**src/rtl/sdram_arbiter.sv**
```systemverilog
// Registered one-grant-at-a-time SDRAM arbiter: real-time requesters beat batch
// requesters, with round-robin inside each class and sticky protocol/timeout flags.
module sdram_arbiter #(
    parameter int             N       = 5,
    parameter logic [N-1:0]   RT_MASK = 5'b11000,
    parameter int             AW      = 23,
    parameter int             DW      = 32,
    parameter int             TIMEOUT = 4096
) (
    input  logic              i_clk,
    input  logic              i_rst,
    input  logic [N-1:0]      req_read,
    input  logic [N-1:0]      req_write,
    input  logic [N*AW-1:0]   req_addr,
    input  logic [N*DW-1:0]   req_writedata,
    output logic [DW-1:0]     req_readdata,
    output logic [N-1:0]      req_finished,
    output logic [AW-1:0]     sdram_addr,
    output logic              sdram_read,
    output logic              sdram_write,
    output logic [DW-1:0]     sdram_writedata,
    input  logic [DW-1:0]     sdram_readdata,
    input  logic              sdram_finished,
    output logic [N-1:0]      o_grant,
    output logic              o_busy,
    output logic              o_proto_err,
    output logic              o_timeout
);

    localparam int PW = (N > 1) ? $clog2(N) : 1;
    localparam int CW = $clog2(TIMEOUT + 1);

    typedef enum logic {ST_IDLE, ST_BUSY} state_t;

    state_t          r_state;
    logic [PW-1:0]   r_ptr_rt;
    logic [PW-1:0]   r_ptr_batch;
    logic [CW-1:0]   r_cnt;
    logic [N-1:0]    r_grant;
    logic            r_busy;
    logic            r_read;
    logic            r_write;
    logic [AW-1:0]   r_addr;
    logic [DW-1:0]   r_wdata;
    logic            r_proto_err;
    logic            r_timeout;

    logic [N-1:0]    w_act;
    logic [N-1:0]    w_rt_req;
    logic [N-1:0]    w_batch_req;
    logic            w_use_rt;
    logic            w_valid;
    logic [PW-1:0]   w_win;
    logic [PW-1:0]   w_next_ptr;
    logic            w_done;

    // First set bit of cand scanning upward from ptr with wrap; the reverse loop
    // lets the lowest offset overwrite any later candidate.
    function automatic logic [PW-1:0] pick(input logic [N-1:0] cand, input logic [PW-1:0] ptr);
        int j;
        pick = '0;
        for (int k = N - 1; k >= 0; k--) begin
            j = int'(ptr) + k;
            if (j >= N) j = j - N;
            if (cand[j]) pick = PW'(j);
        end
    endfunction

    assign w_act       = req_read | req_write;
    assign w_rt_req    = w_act & RT_MASK;
    assign w_batch_req = w_act & ~RT_MASK;

    always_comb begin
        // NOTE: every always_comb output gets a default first so no latch is inferred.
        w_use_rt   = |w_rt_req;
        w_valid    = |w_act;
        w_win      = w_use_rt ? pick(w_rt_req, r_ptr_rt) : pick(w_batch_req, r_ptr_batch);
        w_next_ptr = (w_win == PW'(N - 1)) ? '0 : w_win + PW'(1);
    end

    assign w_done       = (r_state == ST_BUSY) && sdram_finished;
    assign req_finished = w_done ? r_grant : '0;
    assign req_readdata = w_done ? sdram_readdata : '0;

    always_ff @(posedge i_clk or negedge i_rst) begin
        if (!i_rst) begin
            r_state     <= ST_IDLE;
            r_ptr_rt    <= '0;
            r_ptr_batch <= '0;
            r_cnt       <= '0;
            r_grant     <= '0;
            r_busy      <= 1'b0;
            r_read      <= 1'b0;
            r_write     <= 1'b0;
            r_addr      <= '0;
            r_wdata     <= '0;
            r_proto_err <= 1'b0;
            r_timeout   <= 1'b0;
        end else begin
            // NOTE: sequential state uses non-blocking assignments so every register samples pre-edge values.
            case (r_state)
                ST_IDLE: begin
                    if (w_valid) begin
                        r_grant        <= '0;
                        r_grant[w_win] <= 1'b1;
                        r_busy         <= 1'b1;
                        r_addr         <= req_addr[w_win*AW +: AW];
                        r_wdata        <= req_writedata[w_win*DW +: DW];
                        r_write        <= req_write[w_win];
                        r_read         <= ~req_write[w_win];
                        if (req_read[w_win] && req_write[w_win]) r_proto_err <= 1'b1;
                        if (w_use_rt) r_ptr_rt    <= w_next_ptr;
                        else          r_ptr_batch <= w_next_ptr;
                        r_cnt          <= '0;
                        r_state        <= ST_BUSY;
                    end
                end
                ST_BUSY: begin
                    if (sdram_finished) begin
                        r_grant <= '0;
                        r_busy  <= 1'b0;
                        r_read  <= 1'b0;
                        r_write <= 1'b0;
                        r_cnt   <= '0;
                        r_state <= ST_IDLE;
                    end else begin
                        // Saturate so a stuck transaction cannot wrap the counter.
                        if (r_cnt != CW'(TIMEOUT)) r_cnt <= r_cnt + CW'(1);
                        if (r_cnt == CW'(TIMEOUT - 1)) r_timeout <= 1'b1;
                    end
                end
                default: r_state <= ST_IDLE;
            endcase
        end
    end

    assign o_grant         = r_grant;
    assign o_busy          = r_busy;
    assign sdram_read      = r_read;
    assign sdram_write     = r_write;
    assign sdram_addr      = r_addr;
    assign sdram_writedata = r_wdata;
    assign o_proto_err     = r_proto_err;
    assign o_timeout       = r_timeout;

endmodule

```
**config.mk**
```make
export PLATFORM = sky130hd
export DESIGN_NAME = sdram_arbiter
export DESIGN_NICKNAME = d
export VERILOG_FILES = /design/src/rtl/sdram_arbiter.sv
export SDC_FILE = /design/constraint.sdc
export NUM_CORES = 1
export LEC_CHECK = 0
export CAP_MARGIN = 20
export CELL_PAD_IN_SITES_DETAIL_PLACEMENT = 0
export CELL_PAD_IN_SITES_GLOBAL_PLACEMENT = 1
export CORE_AREA = 2 2 164 166
export CTS_BUF_LIST = sky130_fd_sc_hd__clkbuf_4 sky130_fd_sc_hd__clkbuf_8
export CTS_CLUSTER_SIZE = 16
export DETAILED_ROUTE_END_ITERATION = 8
export DIE_AREA = 0 0 166 168
export DONT_BUFFER_PORTS = 1
export GPL_TIMING_DRIVEN = 0
export PLACE_DENSITY_LB_ADDON = 0.3
export SLEW_MARGIN = 20
export SYNTH_ARGS = -nofsm -noshare
export SYNTH_HDL_FRONTEND = slang
export SYNTH_SLANG_ARGS = --single-unit
```
**constraint.sdc**
```tcl
create_clock -name i_clk -period 3.98 [get_ports i_clk]
set_input_delay 0.796 -clock i_clk [delete_from_list [all_inputs] [get_ports i_clk]]
set_output_delay 0.796 -clock i_clk [all_outputs]
set_load 0.05 [all_outputs]
```
* Word-level counts from Yosys, hierarchy flattened
Cells that the tools add are included.
Word-level totals: register bits after elaboration 85, input port bits 320, output and inout port bits 102, word-level logic and storage cells 157
Cells by class: add/subtract/negate cells 20, multipliers 1, order comparisons 22, eq/ne operators 6, shift-type cells 2, multiplexer cells 77, bitwise gates (word level) 5, reduce and logical (&&, ||, !) cells 12
Operator list (count):
- $mux 32 | 11
- $lt 32x5->1 const B | 10
- $shiftx 160x9->32 | 1
- $shiftx 115x9->23 | 1
- $sub 4x3->5 const B | 8
- $mux 13 | 3
- $bmux 1 s3 | 12
- $mux 3 | 12
- $ge 4x3->1 const B | 8
- $mux 1 | 29
- $pmux 13 s2 | 1
- $add 3x2->4 const B | 4
- $mux 5 | 3
- $add 13x1->13 const B | 1
- $eq 13x12->1 const B | 1
- $ne 13x13->1 const B | 1
- $reduce_and 3->1 | 4
- $pmux 5 s2 | 1
- $add 3x1->4 const B | 2
- $add 3x3->4 const B | 2
- $mul 3x5->8 const B | 1
- $pmux 1 s2 | 4
- $sub 3x3->4 const B | 2
- $ge 3x3->1 const B | 2
- other kinds (13) | 21

* Logic depth before layout (Yosys ltp)
Gate-level depths: netlist of the first run.
word-level depth 18, depth in mapped cells 20, gate-level depth less buffers 16

* Worst setup path before layout of the first run
Ideal clock, no wire load.
path kind flip-flop to flip-flop, from register r_ptr_batch[0], to register r_ptr_rt[2], arrival time 3.287 ns, setup slack 0.616 ns, cell stages (with the launch flop) 18, path buffers 2, path through dfrtp_1 > buf_4 > inv_1 > ha_1 > inv_1 > ha_1 > a211o_1 > o221ai_1 > o2bb2a_2 > o41ai_2 > nor2_4 > buf_12 > nand2_2 > inv_2 > ha_1 > nor2_1 > mux2i_1 > a21oi_1
On the way: longest elaborated chain between the ends 14, elaborated cells on any way between the ends 43, classes of those cells add/sub: 10; order compare: 5; eq/ne: 1; mux: 27
RTL lines:
- start, declared | line 37 | logic [PW-1:0] r_ptr_batch;
- start signal, assigned | line 113 | else r_ptr_batch <= w_next_ptr;
- $add 3x3->4 | line 63 | j = int'(ptr) + k;
- $sub 4x3->5 or $ge 4x3->1 (tied branches) | line 64 | if (j >= N) j = j - N;
- $mux 32 | line 64
- $bmux 1 s3 | line 65 | if (cand[j]) pick = PW'(j);
- $mux 1 (implied by the code) (2 in a row) | line 65
- $mux 3 (4 in a row) | line 65
- $mux 3 (*) | line 65
- $mux 3 (*) | line 77 | w_win = w_use_rt ? pick(w_rt_req, r_ptr_rt) : pick(w_batch_req, r_ptr_batch);
- $add 3x1->3 or $eq 3x3->1 (tied branches) | line 78 | w_next_ptr = (w_win == PW'(N - 1)) ? '0 : w_win + PW'(1);
- $mux 3 (*) | line 78
- end signal, assigned | line 112 | if (w_use_rt) r_ptr_rt <= w_next_ptr;
- end, declared | line 36 | logic [PW-1:0] r_ptr_rt;
Every way passes the cells marked *; elsewhere a longest branch is shown, timed or not. The select of a mux whose other input is x is not followed. A chain may end at the register's enable or synchronous reset.

* Worst setup path after layout of the first run
from register r_ptr_rt[2], to register r_addr[4] (netlist: sdram_addr[4])
On the way: longest elaborated chain between the ends 14, elaborated cells on any way between the ends 42, classes of those cells add/sub: 9; mul: 1; order compare: 5; shift: 1; mux: 26
RTL lines:
- $add 3x3->4 | line 63
- $sub 4x3->5 or $ge 4x3->1 (tied branches) | line 64
- $mux 32 | line 64
- $bmux 1 s3 | line 65
- $mux 1 (implied by the code) (2 in a row) | line 65
- $mux 3 (4 in a row) | line 65
- $mux 3 (*) | line 65
- $mux 3 (*) | line 77
- $mul 3x5->8 (*) | line 107 | r_addr <= req_addr[w_win*AW +: AW];
- $shiftx 115x9->23 (*) | line 107
- end signal, assigned | line 107
- end, declared | line 43 | logic [AW-1:0] r_addr;
Marks and branches as above.

==> results of run 1 <==
-- metal layers --
metal  up-vias  wire length [um]  track usage (%)
li1       3427                 -                -
met1      3584             13400             27.4
met2       414             16300             38.6
met3        59              2570             6.49
met4        12              1040             7.71
met5         -                75                0
-- kinds of logic after synthesis --
logic type	Yosys count
AO/OA/AOI/OAI	323
AND/OR/NAND/NOR	284
buffers and inverters	96
flip-flops	85
multiplexers	64
adder cells (fa/ha/maj)	27
XOR/XNOR	11
-- registers in the layout, indices dropped and copies added (netlist names) --
| signal | flops |
|---|---|
| o_busy | 1 |
| o_grant | 5 |
| o_proto_err | 1 |
| o_timeout | 1 |
| r_cnt | 13 |
| r_ptr_batch | 3 |
| r_ptr_rt | 3 |
| r_state | 1 |
| sdram_addr | 23 |
| sdram_read | 1 |
| sdram_write | 1 |
| sdram_writedata | 32 |
-- metrics by stage --
stage | area (sq um) | util [%]
2_1_floorplan | 7670 | -
3_3_place_gp | 8100 | 30.7
3_5_place_dp | 8100 | 30.7
4_1_cts | 8430 | 32.0
5_1_grt | 8630 | 32.7
6_report | 8630 | 32.7
-- cells in the mapped netlist, types with 7 or more instances --
| library cell | n |
|---|---|
| nand3_1 | 9 |
| nor2_1 | 87 |
| nand4_1 | 10 |
| a21boi_0 | 25 |
| mux2i_1 | 62 |
| dfrtp_1 | 85 |
| a31oi_1 | 61 |
| ha_1 | 27 |
| nand2b_1 | 10 |
| a21boi_1 | 30 |
| a21oi_1 | 8 |
| a211oi_1 | 7 |
| nor2b_1 | 9 |
| clkbuf_1 | 39 |
| nand2_1 | 28 |
| and3_1 | 95 |
| o21ai_0 | 68 |
| buf_2 | 15 |
| buf_4 | 9 |
| a2bb2oi_1 | 55 |
| inv_1 | 18 |
-- cell type report --
class	instances	area share, %
Antenna cell	8	0.232
Buffer	76	5.99
Clock buffer	9	1.44
Clock inverter	7	1.07
Inverter	20	1.01
Multi-Input combinational cell	709	58.8
Sequential cell	85	24.7
Tap cell	341	4.94
Timing Repair Buffer	17	1.77
-- how the worst max path moves through the flow --
stage / start / end / slack, ns
3_3_place_gp: r_ptr_rt[0] / sdram_writedata[31] / -0.52
6_report: r_ptr_rt[2] / sdram_addr[4] / 0.16
3_5_place_dp: r_ptr_rt[0] / sdram_writedata[31] / -0.47
4_1_cts: r_ptr_batch[1] / r_ptr_rt[2] / 0.004
5_1_grt: r_ptr_rt[0] / r_ptr_rt[0] / 0.003
2_1_floorplan: r_ptr_batch[0] / r_ptr_rt[2] / 0.62
-- what timing repair did --
action	in CTS	in global routing
setup endpoints to repair	66	60
hold endpoints to repair	0	0
pin swaps	3	8
resized for setup	14	45
setup buffers	7	10
-- critical path, stage by stage, from the launching register on --
cell and delay (ns):
dfrtp_2 0.46, buf_2 0.26, inv_1 0.11, ha_1 0.38
or3_1 0.42, a211oi_2 0.32, a21oi_2 0.08, a21oi_2 0.15
o221ai_2 0.15, a21boi_4 0.31, buf_4 0.21, nand3b_1 0.10
clkbuf_4 0.22, buf_4 0.20, a2bb2oi_2 0.18, a31oi_1 0.18
==> results.md, run 1 <==
- Async SR Flop Fraction: 100%
- DP HPWL: 26300 um
- Pin count of the biggest net entering global routing: 86
- Clk slew on worst S/H paths: 0.11 ns
- First-pass GRT wire length: 47500 um
- Max-slew violations: 0
- Post-synth top area cell: dfrtp_1
- Post-synthesis simple-gate area fraction: 19.9%
- Worst Path Arrival: 4.11 ns
- Final Worst Setup Slack: 0.165 ns
- Synth warn: 0
- Gr ovfl total: 0
- Reg2Reg Setup Slack: 0.16 ns
- Critical Path RT: 4.28 ns
- Area of the mapped netlist: 7670 sq um
- Clk_lat worst skew: 0.39 ns
- Gr usage total: 22.6%
- Crit path kind: reg2reg
- Largest family of logic cells by synthesized area: compound AO/OA/AOI/OAI gates
- Placed cells: 1231
- CTS Buf Count: 9
- RD Place Congestion: 0.871
- Vias: 7496
- Syn avg cell area: 8.62 sq um
- Final wirelength: 33400 um
- Finish-stage setup viols: 0
- Final Cycle Share: 95.9%
- Setup TNS: 0 ns
- RR Endpoint: sdram_addr[4]
- I/O pin total: 422
- Cts hold-fix bufs: 0
- Die Area: 27900 sq um
- Commonest non-fill, non-tap cell in the layout: and3_1
- Commonest non-fill, non-tap cells in the layout: and3_1, nor2_1, dfrtp_1
- IO buf count: 0
- Clk Tree Root Cell: clkbuf_8
- Post-synth cell types: 81
- Nets: 1265
- Final hold violations: 0
- CP endpoint kind: flip-flop
- Number of synthesized flops with an enable pin: 0
- Post-Layout Cell Count: 1272
- DR DRC count: 0
- Antenna viol nets, final: 0
- DP Worst Slack: -0.467 ns
- Clock sink count: 85
- Fmax: 262 MHz
- Fin Hold WS: 0.0947 ns
- Die H: 168 um
- Core area: 26400 sq um
- Filler instances: 2846
- Initial antenna violation count: 14
- Post-synth top area share: 27.7%
- DR WL/cell: 26.2 um
- Vias in the first global route: 7323
- Initial DRC count: 473
- Flops & latches, synth: 85
- Layout Skew: 0.0240 ns
- Max_slew headroom: 39.4%
- Max-Cap Viols: 0
- Layout cells sized above 1: 14.0%
- Kind of start point of the critical path: flip-flop
- Synth Flop Type: dfrtp_1
- Synth Area in Compound Gates: 30.8%
- Die width: 166 um
- Worst-path fanout max: 10
- Sequential cell area: 2130 sq um
- Synth Instances: 890
- Vias/cell: 5.89
- TritonRoute pass-1 iters: 5
- Post-synthesis adder-cell area fraction: 4.40%
- Post-synthesis to final-layout area growth: 12.5%
- HP Class: in2async
- Syn nets: 1237
- XOR/XNOR Fraction of Synth Area: 1.35%
- FP Rows: 60
- Sequential area share after synthesis: 27.7%
- R2R depth: 15
- CTS H-tree depth: 3
- Maximum root-to-sink buffer count: 2
- Minimum clock period: 3.82 ns
- Worst slew pin tran: 0.910 ns
- Initial Util: 29.1%
- RSZ-0062 raised after global routing: false
- Worst r2r src: r_ptr_rt[2]
- Multiplexer area fraction after synthesis: 8.38%
- Status: completed
- Top post-synthesis cells by area: dfrtp_1, mux2i_1, and3_1, a2bb2oi_1, a31oi_1
- CTS tree: yes
- Footprint of the multi-input gates: 5080 sq um
Power of run 1 is not shown: default switching activity piles up to over one toggle a cycle in this logic, so the estimate is an artifact.
==> inputs of run 2 (changes only) <==
Settings changed: ABC_AREA from default to 1, CORE_AREA 2 2 164 166 to 2 2 162 164, DIE_AREA 0 0 166 168 to 0 0 164 166, SKIP_CTS_REPAIR_TIMING from default to 1.
==> results.md, run 2 <==
- Critical Path RT: 4.27 ns (about the same)
- ANT cells: 0 (-8)
- HP Class: in2async
- Final hold violations: 0 (unchanged)
- Post-synthesis simple-gate area fraction: 37.4% (+17 points)
- Die Area: 27200 sq um (-2.4%)
- Flops & latches, synth: 85 (unchanged)
- CTS H-tree depth: 3 (unchanged)
- Final Worst Setup Slack: 0.385 ns (+0.220 ns)
- Setup TNS: 0 ns (unchanged)
- Clk_lat worst skew: 0.39 ns (about the same)
- Top post-synthesis cells by area: dfrtp_1, nand2_1, inv_1, nand3_1, or2_2
- I/O pin total: 422 (unchanged)
- Die H: 166 um (-1.2%)
- Finished Cell Area: 9100 sq um (+5.5%)
- Crit path kind: reg2reg
- Worst-path fanout max: 10 (unchanged)
- Syn avg cell area: 5.92 sq um (-31%)
- DR WL/cell: 17.6 um (-33%)
- Largest family of logic cells by synthesized area: simple AND/OR/NAND/NOR gates
- Clk Tree Root Cell: clkbuf_8
- R2R depth: 21 (+6)
- XOR/XNOR Fraction of Synth Area: 0.923% (-0.43 points)
- Max-Cap Viols: 0 (unchanged)
- Finish-stage setup viols: 0 (unchanged)
- CTS tree: yes
- Filler instances: 2940 (+3.3%)
- Fmax: 278 MHz (+6.1%)
- Initial DRC count: 550 (+16%)
- Synth warn: 0 (unchanged)
- Fin Hold WS: 0.0900 ns (-0.00472 ns)
- Post-synth cell types: 38 (-53%)
- Clk slew on worst S/H paths: 0.10 ns (about the same)
- Post-synthesis to final-layout area growth: 8.29%
- CP peak stage delay: 0.49 ns (+0.03 ns)
- Final wirelength: 31100 um (-6.7%)
- DR DRC count: 0 (unchanged)
- Commonest non-fill, non-tap cells in the layout: nand2_1, inv_1, nand3_1
- Initial antenna violation count: 0 (-14)
- Synth Instances: 1420 (+60%)
- Kind of start point of the critical path: flip-flop
- Max-slew violations: 0 (unchanged)
- Worst path cell trace: clkinvlp_4, ha_2, nand2_1, nand3_1, nand2_1, nand2_1, inv_1, nand2_1, nand2_1, nand2_1, nand2_1, nor2_1, o21ai_2, nand2_4, nand2_4, buf_4, clkbuf_4, ha_1, o21ai_0, o21ai_0, o21ai_0
- Worst r2r src: r_ptr_batch[1]
- Post-synth top area share: 25.3% (-2.4 points)
- Gr usage total: 22.1% (-0.52 points)
- Top-count cell post-synth: nand2_1
- FP Rows: 59 (-1.7%)
- Syn nets: 1767 (+43%)
- Worst slew pin tran: 1.04 ns (+0.128 ns)
- CTS Buf Count: 9 (unchanged)
- Worst Setup SP: r_ptr_batch[1]
- Number of synthesized flops with an enable pin: 0 (unchanged)
- Sequential area share after synthesis: 25.3% (-2.4 points)
- Core area: 25600 sq um (-2.8%)
- Reg2Reg Setup Slack: 0.39 ns (+0.22 ns)
- Vias in the first global route: 8093 (+11%)
- Status: completed
- Pin count of the biggest net entering global routing: 86 (unchanged)
- Initial Util: 32.8% (+3.7 points)
- Commonest non-fill, non-tap cell in the layout: nand2_1
- Critical path endpoint: r_ptr_rt[2]
- Vias/cell: 4.78 (-19%)
- Placed cell area: 8820 sq um (+9.0%)
- RR Endpoint: r_ptr_rt[2]
- First-pass GRT wire length: 45800 um (-3.6%)
- Die width: 164 um (-1.2%)
- Final Cycle Share: 90.3% (-5.5 points)
- Post-synth top cells: nand2_1, inv_1, nand3_1
- TritonRoute pass-1 iters: 5 (unchanged)
- RD Place Congestion: 0.857 (-1.6%)
- Layout cells sized above 1: 11.0% (-3.0 points)
- Post-synth top area cell: dfrtp_1
- Max_slew headroom: 30.6% (-8.8 points)
- Worst Path Arrival: 3.89 ns (-0.22 ns)
- Nets: 1780 (+41%)
- Maximum root-to-sink buffer count: 2 (unchanged)
- Max reg flops: 32 (unchanged)
- Synth Area in Compound Gates: 13.1% (-18 points)
- DP HPWL: 24900 um (-5.3%)
- Most used cell, CP: nand2_1
- CP endpoint kind: flip-flop
- Synth Flop Type: dfrtp_1
- Post-synthesis adder-cell area fraction: 4.02% (-0.38 points)
- Layout Skew: 0.0212 ns (-0.00283 ns)
- Async SR Flop Fraction: 100% (unchanged)
- RSZ-0062 raised after global routing: true
- IO buf count: 0 (unchanged)
- Clock sink count: 85 (unchanged)
- Minimum clock period: 3.59 ns (-0.220 ns)
- Antenna viol nets, final: 0 (unchanged)
- Vias: 8468 (+13%)
- Gr ovfl total: 0 (unchanged)
- Slowest-stage cell, CP: dfrtp_2
- DP Worst Slack: -0.0250 ns (+0.442 ns)
- Area of the mapped netlist: 8410 sq um (+9.6%)
- Multiplexer area fraction after synthesis: 0% (-8.4 points)
run 2: cell types whose count changed in the layout (fill, tap and decap cells not counted), moves of 14 or more:
cell,before,now
buf_4,26,11
a2bb2oi_1,53,0
clkbuf_1,29,15
and3_1,95,1
o211ai_1,1,45
o21ai_1,10,35
or2_2,3,57
mux2i_1,61,0
a31oi_1,61,0
nand3_1,9,101
nand2_1,27,458
a21boi_1,30,0
inv_1,15,322
a21boi_0,25,0
run 2: final cells by class:
type	count	area (sq um)	area share, %
inverters	329	1240	13.6
flip-flops and latches	85	2130	23.4
well taps	335	419	4.60
clock inverters	7	104	1.14
plain buffers	63	398	4.37
repair buffers	2	15.0	0.165
multi-input cells	943	4670	51.4
clock buffers	9	124	1.36
run 2: cell families after synthesis:
logic type / count (synthesis)
AOI/OAI and AO/OA: 175
xor gates and xnor gates: 8
adders and majority gates: 27
buffers and inverters: 392
DFF: 85
and+or+nand+nor: 733
run 2: worst max-delay path, delay by kind of cell (launching register included):
kind | cells | cell delay, ns
adders and majority gates | 2 | 0.65
buffers and inverters | 4 | 0.71
DFF | 1 | 0.49
and+or+nand+nor | 11 | 1.10
AOI/OAI and AO/OA | 4 | 0.55
run 2: metrics by stage:
step                      util [%]  cells
final                         35.5   1773
after global routing          35.5   1773
after CTS                     35.3   1771
after detailed placement      34.5   1755
after global placement        34.5   1755
after floorplan                  -   1420
run 2: worst min-delay path by stage:
stage / endpoint / cells after the start / slack (ns)
final: sdram_writedata[20] / 0 / 0.09
after global routing: sdram_writedata[20] / 0 / 0.06
after CTS: sdram_writedata[20] / 0 / 0.07
after detailed placement: r_cnt[12] / 2 / 0.49
after global placement: r_cnt[12] / 2 / 0.49
after floorplan: r_cnt[12] / 2 / 0.47
run 2: layer usage:
layer	up-vias	track usage, %	wire length (um)
li1	4313	-	-
met4	0	4.04	367
met1	3828	27.5	13100
met5	-	0	0
met3	22	5.69	2390
met2	305	38.8	15300
Power of run 2 is left out for the same reason.
==> inputs of run 3 (changes only) <==
Settings changed: CTS_CLUSTER_SIZE 16 to default, SLEW_MARGIN 20 to default.
==> results of run 3 <==
No change in the layout: final DEF, timing and power equal those of run 2.
Power of run 3 is left out for the same reason.
